<file path="config.mk">
export PLATFORM = sky130hd
export DESIGN_NAME = circuit_sweep_ctrl
export DESIGN_NICKNAME = d
export VERILOG_FILES = /design/src/rtl/circuit_pkg.sv /design/src/rtl/circuit_misr.sv /design/src/rtl/circuit_sweep_ctrl.sv
export SDC_FILE = /design/constraint.sdc
export NUM_CORES = 1
export LEC_CHECK = 0
export BUFFER_PORTS_ARGS = -buffer_cell sky130_fd_sc_hd__buf_2
export CORE_ASPECT_RATIO = 1.25
export CORE_MARGIN = 2
export CORE_UTILIZATION = 50
export CTS_CLUSTER_SIZE = 12
export DETAILED_ROUTE_END_ITERATION = 12
export GPL_TIMING_DRIVEN = 0
export PLACE_DENSITY_LB_ADDON = 0.3
export SETUP_SLACK_MARGIN = 0.05
export SYNTH_ARGS = -nofsm -noshare
export SYNTH_HDL_FRONTEND = slang
export SYNTH_SLANG_ARGS = --single-unit
</file>
<file path="constraint.sdc">
create_clock -name clk -period 2 [get_ports clk]
set_input_delay 0.1 -clock clk [delete_from_list [all_inputs] [get_ports clk]]
set_output_delay 0.1 -clock clk [all_outputs]
set_load 0.02 [all_outputs]
</file>
<file path="src/rtl/circuit_pkg.sv">
// circuit_pkg: shared types, constants and golden model for the NAND-block sweep controller
//   state_e         sweep FSM states
//   VEC_MAX         last input vector of the sweep
//   MISR_W          signature register width
//   circuit_golden  expected {y3,y2,y1} for input vector x (x[0]=x1 .. x[7]=x8)
package circuit_pkg;

   typedef enum logic [1:0] {IDLE, DRIVE, SAMPLE, DONE} state_e;

   localparam logic [7:0] VEC_MAX = 8'hFF;
   localparam int         MISR_W  = 16;

   function automatic logic [2:0] circuit_golden(input logic [7:0] x);
      return {~((x[4] | x[5]) & (x[6] | x[7])),
              ~((x[2] | x[3]) & (x[6] | x[7])),
              ~((x[1] | x[3]) & (x[5] | x[7]))};
   endfunction

endpackage

</file>
<file path="src/rtl/circuit_misr.sv">
// circuit_misr: multiple-input signature register compacting the 3-bit DUT response
//   clk, rst_n  clock, asynchronous active-low reset (loads MISR_SEED)
//   en_i        shift in d_i this cycle
//   load_i      reload MISR_SEED (wins over en_i)
//   d_i         3-bit response folded into the low bits
//   sig_o       current signature
module circuit_misr
   import circuit_pkg::*;
#(
   parameter logic [MISR_W-1:0] MISR_POLY = 16'h1021,
   parameter logic [MISR_W-1:0] MISR_SEED = 16'hFFFF
) (
   input  logic              clk,
   input  logic              rst_n,
   input  logic              en_i,
   input  logic              load_i,
   input  logic [2:0]        d_i,
   output logic [MISR_W-1:0] sig_o
);

   logic [MISR_W-1:0] sig_q, sig_d;

   always_comb
      sig_d = load_i ? MISR_SEED
            : en_i   ? ({sig_q[MISR_W-2:0], 1'b0} ^ (sig_q[MISR_W-1] ? MISR_POLY : '0)
                        ^ {{(MISR_W-3){1'b0}}, d_i})
            : sig_q;

   always_ff @(posedge clk or negedge rst_n)
      if (!rst_n) sig_q <= MISR_SEED;
      else        sig_q <= sig_d;

   assign sig_o = sig_q;

endmodule

</file>
<file path="src/rtl/circuit_sweep_ctrl.sv">
// circuit_sweep_ctrl: exhaustive 256-vector self-test sequencer for the 8-in/3-out NAND block
//   clk, rst_n        clock, asynchronous active-low reset
//   start_i           begin a sweep (only honoured in IDLE, abort_i wins)
//   abort_i           drop back to IDLE from DRIVE/SAMPLE without a done pulse
//   x_o               vector driven to the block under test
//   y_in_i            block outputs {y3,y2,y1}
//   busy_o            sweep in progress
//   done_o            one-cycle completion pulse
//   mismatch_cnt_o    number of failing vectors
//   fail_valid_o      at least one failing vector seen
//   first_fail_vec_o  first failing vector
//   signature_o       MISR over every sampled response
module circuit_sweep_ctrl
   import circuit_pkg::*;
#(
   parameter int                SETTLE_CYCLES = 2,
   parameter logic [MISR_W-1:0] MISR_POLY     = 16'h1021,
   parameter logic [MISR_W-1:0] MISR_SEED     = 16'hFFFF
) (
   input  logic              clk,
   input  logic              rst_n,
   input  logic              start_i,
   input  logic              abort_i,
   output logic [7:0]        x_o,
   input  logic [2:0]        y_in_i,
   output logic              busy_o,
   output logic              done_o,
   output logic [8:0]        mismatch_cnt_o,
   output logic              fail_valid_o,
   output logic [7:0]        first_fail_vec_o,
   output logic [MISR_W-1:0] signature_o
);

   state_e     state_q;
   logic [7:0] x_q, ffv_q;
   logic [3:0] settle_q;
   logic [8:0] cnt_q;
   logic       busy_q, done_q, fv_q;
   logic       accept, kill, sample, miss;

   assign accept = (state_q == IDLE) && start_i && !abort_i;
   assign kill   = abort_i && ((state_q == DRIVE) || (state_q == SAMPLE));
   // an aborted SAMPLE must not leak into the counters or the signature
   assign sample = (state_q == SAMPLE) && !abort_i;
   assign miss   = y_in_i != circuit_golden(x_q);

   always_ff @(posedge clk or negedge rst_n)
      if (!rst_n) begin
         state_q  <= IDLE;
         x_q      <= '0;
         settle_q <= '0;
         busy_q   <= 1'b0;
         done_q   <= 1'b0;
         cnt_q    <= '0;
         fv_q     <= 1'b0;
         ffv_q    <= '0;
      end else begin
         done_q <= 1'b0;
         if (kill) begin
            state_q  <= IDLE;
            busy_q   <= 1'b0;
            settle_q <= '0;
         end else
            case (state_q)
               IDLE:
                  if (accept) begin
                     state_q  <= DRIVE;
                     x_q      <= '0;
                     settle_q <= '0;
                     busy_q   <= 1'b1;
                     cnt_q    <= '0;
                     fv_q     <= 1'b0;
                     ffv_q    <= '0;
                  end
               DRIVE:
                  if (settle_q == 4'(SETTLE_CYCLES - 1)) begin
                     state_q  <= SAMPLE;
                     settle_q <= '0;
                  end else
                     settle_q <= settle_q + 4'd1;
               SAMPLE: begin
                  if (miss) begin
                     cnt_q <= cnt_q + 9'd1;
                     if (!fv_q) begin
                        fv_q  <= 1'b1;
                        ffv_q <= x_q;
                     end
                  end
                  if (x_q == VEC_MAX) begin
                     state_q <= DONE;
                     busy_q  <= 1'b0;
                     done_q  <= 1'b1;
                  end else begin
                     x_q     <= x_q + 8'd1;
                     state_q <= DRIVE;
                  end
               end
               default: state_q <= IDLE;
            endcase
      end

   circuit_misr #(
      .MISR_POLY(MISR_POLY),
      .MISR_SEED(MISR_SEED)
   ) u_misr (
      .clk   (clk),
      .rst_n (rst_n),
      .en_i  (sample),
      .load_i(accept),
      .d_i   (y_in_i),
      .sig_o (signature_o)
   );

   assign x_o              = x_q;
   assign busy_o           = busy_q;
   assign done_o           = done_q;
   assign mismatch_cnt_o   = cnt_q;
   assign fail_valid_o     = fv_q;
   assign first_fail_vec_o = ffv_q;

endmodule

</file>
==> impl_results.html <==
<table>
<tr><th>Metric</th><th>Value</th></tr>
<tr><th colspan="2">Place</th></tr>
<tr><td>Port bufs</td><td>50</td></tr>
<tr><td>Total half-perimeter wirelength after legalization and detailed placement</td><td>4.09 mm</td></tr>
<tr><td>Gp weighted congestion</td><td>slightly above 0.8</td></tr>
<tr><th colspan="2">Critical path</th></tr>
<tr><td>Worst Path Required</td><td>~2.2 ns</td></tr>
<tr><td>Startpoint type of the worst setup path</td><td>flop</td></tr>
<tr><td>Type of the setup path with the least slack</td><td>reg -&gt; reg</td></tr>
<tr><td>Worst R2R Path Depth</td><td>7</td></tr>
<tr><td>Worst reg2reg path startpoint</td><td>state_q[0]</td></tr>
<tr><td>Critical-path maximum fanout</td><td>10</td></tr>
<tr><td>Type of element capturing the critical path</td><td>flop</td></tr>
<tr><td>Capturing point of the worst reg2reg path</td><td>mismatch_cnt_o[8]</td></tr>
<tr><td>R2R Setup Slk</td><td>around 0.043 ns</td></tr>
<tr><td>Crit path arrival time</td><td>~2.2 ns</td></tr>
<tr><th colspan="2">Logic synthesis</th></tr>
<tr><td>Library cell with the highest instance count after synthesis</td><td>sky130_fd_sc_hd__nand2_1</td></tr>
<tr><td>Syn nets</td><td>between 200 and 300</td></tr>
<tr><td>Dominant register cell in the synthesized netlist</td><td>sky130_fd_sc_hd__dfrtp_1</td></tr>
<tr><td>Dominant cell type by area after synthesis</td><td>sky130_fd_sc_hd__dfrtp_1</td></tr>
<tr><td>Synth Cell Area</td><td>between 2000 and 3000 sq um</td></tr>
<tr><td>Top cell types by occurrence after synthesis</td><td>sky130_fd_sc_hd__nand2_1, sky130_fd_sc_hd__dfrtp_1, sky130_fd_sc_hd__nand3_1, sky130_fd_sc_hd__dfstp_2, sky130_fd_sc_hd__inv_1</td></tr>
<tr><td>Mapped Avg Cell Area</td><td>slightly above 9 sq um</td></tr>
<tr><td>Cell count after synthesis</td><td>between 200 and 300</td></tr>
<tr><td>Leading cell types by total area after synthesis</td><td>sky130_fd_sc_hd__dfrtp_1, sky130_fd_sc_hd__dfstp_2, sky130_fd_sc_hd__nand2_1</td></tr>
<tr><td>Portion of synthesized cell area occupied by the leading cell type</td><td>0.326</td></tr>
<tr><td>Library cells used by synthesis</td><td>41</td></tr>
<tr><td>Proportion of synthesized flip-flops having asynchronous set or reset</td><td>1.00</td></tr>
<tr><td>Post-synthesis sequential area ratio</td><td>0.487</td></tr>
<tr><td>Number of enable flip-flop cells after synthesis</td><td>0</td></tr>
<tr><td>Yosys warning total</td><td>0</td></tr>
<tr><td>FF+latch count, synth</td><td>50</td></tr>
<tr><th colspan="2">Min path</th></tr>
<tr><td>Class of the worst hold path</td><td>in -&gt; async</td></tr>
<tr><th colspan="2">Clock tree</th></tr>
<tr><td>Number of buffers added by the clock tree synthesis step</td><td>5</td></tr>
<tr><td>Number of H-tree levels</td><td>2</td></tr>
<tr><td>Clock latency at the later pin of the worst-skew pair</td><td>slightly above 0.3 ns</td></tr>
<tr><td>Clock tree from TritonCTS</td><td>yes</td></tr>
<tr><td>Clk slew on worst S/H paths</td><td>roughly 0.090 ns</td></tr>
<tr><td>Clock buffer depth</td><td>2</td></tr>
<tr><td>CTS Hold Buffers Added</td><td>0</td></tr>
<tr><td>Root buffer cell</td><td>sky130_fd_sc_hd__clkbuf_8</td></tr>
<tr><td>CTS sink cnt</td><td>50</td></tr>
<tr><th colspan="2">Drt</th></tr>
<tr><td>Number of vias in the routed layout</td><td>2351</td></tr>
<tr><td>Routed wire per std cell</td><td>between 15 and 20 um</td></tr>
<tr><td>Initial DRT Pass Iterations</td><td>5</td></tr>
<tr><td>Final antenna-violating net count</td><td>0</td></tr>
<tr><td>First-iteration detailed-routing DRC count</td><td>195</td></tr>
<tr><td>Ratio of routed vias to standard cells</td><td>5.69</td></tr>
<tr><td>DRC violation count after routing</td><td>0</td></tr>
<tr><td>Total wirelength of the detailed-routed design</td><td>around 6.4 mm</td></tr>
<tr><th colspan="2">Floorplan</th></tr>
<tr><td>Starting utilization of the core area</td><td>0.517</td></tr>
<tr><td>Chip width</td><td>a little under 70 um</td></tr>
<tr><td>Floorplan die height</td><td>approximately 85 um</td></tr>
<tr><td>Area of the die</td><td>approximately 5800 sq um</td></tr>
<tr><td>IO Pins</td><td>approximately 50</td></tr>
<tr><td>Floorplan row count</td><td>29</td></tr>
<tr><td>Core footprint</td><td>5040 sq um</td></tr>
<tr><th colspan="2">GRT</th></tr>
<tr><td>Number of global-route vias before repair</td><td>2156</td></tr>
<tr><td>Largest net degree at the start of global routing</td><td>51</td></tr>
<tr><td>Layer carrying the most global-route usage</td><td>met2</td></tr>
<tr><td>GRT Total Usage</td><td>0.224</td></tr>
<tr><td>First-pass GRT wire length</td><td>between 10 and 15 mm</td></tr>
<tr><td>Met1 layer usage reported by global route</td><td>0.287</td></tr>
<tr><td>Met2 usage in global routing</td><td>0.359</td></tr>
<tr><td>Initial antenna violation count</td><td>0</td></tr>
<tr><td>Met3 track demand over resource in global routing</td><td>0.0483</td></tr>
<tr><td>Global route overflow</td><td>0</td></tr>
<tr><th colspan="2">STA</th></tr>
<tr><td>FMAX</td><td>511 MHz</td></tr>
<tr><td>Rel. slew slack</td><td>0.282</td></tr>
<tr><td>Final setup skew</td><td>0.0115 ns</td></tr>
<tr><td>Number of slew-limit violations in the final report</td><td>0</td></tr>
<tr><td>Shortest period the worst path allows</td><td>1.96 ns</td></tr>
<tr><td>Final Hold Violating Endpoints</td><td>14</td></tr>
<tr><td>Min Hold Slack</td><td>-0.0128 ns</td></tr>
<tr><td>Worst Tran Pin Value</td><td>~1.1 ns</td></tr>
<tr><td>Final setup vio count</td><td>0</td></tr>
<tr><td>RSZ-0062 raised after global routing</td><td>true</td></tr>
<tr><td>Period utilisation layout</td><td>0.979</td></tr>
<tr><th colspan="2">Pwr</th></tr>
<tr><td>Maximum vdd ir drop</td><td>just over 0.8 mV</td></tr>
<tr><td>P_leak</td><td>approximately 1.5 nW</td></tr>
<tr><td>Total power density per cell area</td><td>about 1200 nW/um^2</td></tr>
<tr><th colspan="2">Run status</th></tr>
<tr><td>Violations in the final reports</td><td>negative hold slack</td></tr>
<tr><td>Outcome</td><td>finished with violations</td></tr>
<tr><th colspan="2">Flow run</th></tr>
<tr><td>Number of max-cap violations</td><td>0</td></tr>
<tr><th colspan="2">Final layout</th></tr>
<tr><td>Area delta synth-&gt;final</td><td>28.5%</td></tr>
<tr><td>Layout cells sized above 1</td><td>0.356</td></tr>
<tr><td>Diodes inserted</td><td>0</td></tr>
<tr><td>Final core utilization</td><td>0.665</td></tr>
<tr><td>Layout Nets</td><td>around 360</td></tr>
<tr><td># fillers</td><td>between 300 and 400</td></tr>
</table>
how the worst max path moves through the flow:
stage | startpoint | endpoint | slack, ns
detailed placement | state_q[0] | mismatch_cnt_o[8] | -0.22
global route | state_q[0] | mismatch_cnt_o[7] | -0.03
floorplan | x_o[3] | first_fail_vec_o[0] | 0.06
global placement | state_q[0] | mismatch_cnt_o[8] | -0.21
CTS | x_o[3] | first_fail_vec_o[0] | 0.05
finish | state_q[0] | mismatch_cnt_o[8] | 0.04
layout by cell type, fill, tap and decap left out, types with 5 or more instances in the layout:
cell type,instances
sky130_fd_sc_hd__nand2b_1,5
sky130_fd_sc_hd__o21ai_0,9
sky130_fd_sc_hd__dfstp_2,16
sky130_fd_sc_hd__nor3_1,13
sky130_fd_sc_hd__mux2i_1,9
sky130_fd_sc_hd__nor2_1,12
sky130_fd_sc_hd__dfrtp_2,7
sky130_fd_sc_hd__a21oi_1,6
sky130_fd_sc_hd__dfrtp_1,27
sky130_fd_sc_hd__clkbuf_1,5
sky130_fd_sc_hd__inv_1,13
sky130_fd_sc_hd__clkbuf_8,6
sky130_fd_sc_hd__a221o_1,5
sky130_fd_sc_hd__nand3_1,20
sky130_fd_sc_hd__nand2_1,55
sky130_fd_sc_hd__ha_1,5
sky130_fd_sc_hd__xnor2_1,9
sky130_fd_sc_hd__buf_2,50
sky130_fd_sc_hd__o211ai_1,6
sky130_fd_sc_hd__buf_4,16
area by class of cell:
cell class / count / area [sq um] / share of cell area
clock inverter: 2 / 10.0 / 0.00298
inverter: 14 / 52.6 / 0.0157
buffer: 11 / 71.3 / 0.0213
timing repair buffer: 66 / 383 / 0.114
sequential: 50 / 1280 / 0.382
clock buffer: 6 / 72.6 / 0.0216
multi-input combinational: 202 / 1410 / 0.420
tap: 62 / 77.6 / 0.0231
power breakdown:
group / internal, mW / leakage [nW] / switching [mW]
registers: 1.36 / 0.622 / 0.289
logic: 0.742 / 0.873 / 1.09
clock network: 0.243 / 0.0450 / 0.339
total: 2.35 / 1.54 / 1.72
state kept, by name (all words and copies together) (netlist names):
signal / cells
busy_o: 1
done_o: 1
fail_valid_o: 1
first_fail_vec_o: 8
mismatch_cnt_o: 9
settle_q: 4
state_q: 2
u_misr.sig_o: 16
x_o: 8
per-stage QoR:
step | cells | setup slack [ns] | total power [mW] | cell area (sq um) | TNS [ns]
after detailed placement | 391 | -0.217 | 3.25 | 2950 | -4.26
after global placement | 391 | -0.207 | 3.21 | 2950 | -3.47
after floorplan | 279 | 0.0575 | 2.76 | 2620 | 0
final | 413 | 0.0426 | 4.07 | 3350 | 0
after CTS | 406 | 0.0535 | 3.98 | 3220 | 0
after global routing | 413 | -0.0279 | 4.36 | 3350 | -0.150
cell families (layout without fill, tap and decap cells):
family | Yosys count | count (layout) | synth area share
AOI/OAI and AO/OA | 49 | 49 | 0.142
xor gates and xnor gates | 14 | 14 | 0.0470
adders and majority gates | 7 | 7 | 0.0336
buffers and inverters | 27 | 99 | 0.0398
DFF | 50 | 50 | 0.487
muxes | 9 | 9 | 0.0345
and+or+nand+nor | 123 | 123 | 0.216
layer usage:
| metal | up-vias | wire (um) |
|---|---|---|
| met2 | 86 | 3180 |
| met5 | - | 0 |
| met3 | 11 | 348 |
| met4 | 0 | 129 |
| li1 | 1120 | - |
| met1 | 1134 | 2720 |
worst max-delay path, cell delays in order (launching register included):
cell and delay (ns):
sky130_fd_sc_hd__dfrtp_1 0.40, sky130_fd_sc_hd__inv_2 0.10, sky130_fd_sc_hd__ha_2 0.30, sky130_fd_sc_hd__and2_4 0.17, sky130_fd_sc_hd__o21a_1 0.22, sky130_fd_sc_hd__buf_8 0.15
sky130_fd_sc_hd__clkbuf_8 0.16, sky130_fd_sc_hd__a221o_1 0.35
repair_timing:
| item | in CTS | in global routing |
|---|---|---|
| resized for setup | 28 | 21 |
| hold endpoints to repair | 0 | 0 |
| setup endpoints to repair | 38 | 35 |
| pin swaps | 6 | 4 |
| setup buffers | 8 | 8 |
Note: power is estimated with default switching activity, not from simulation.
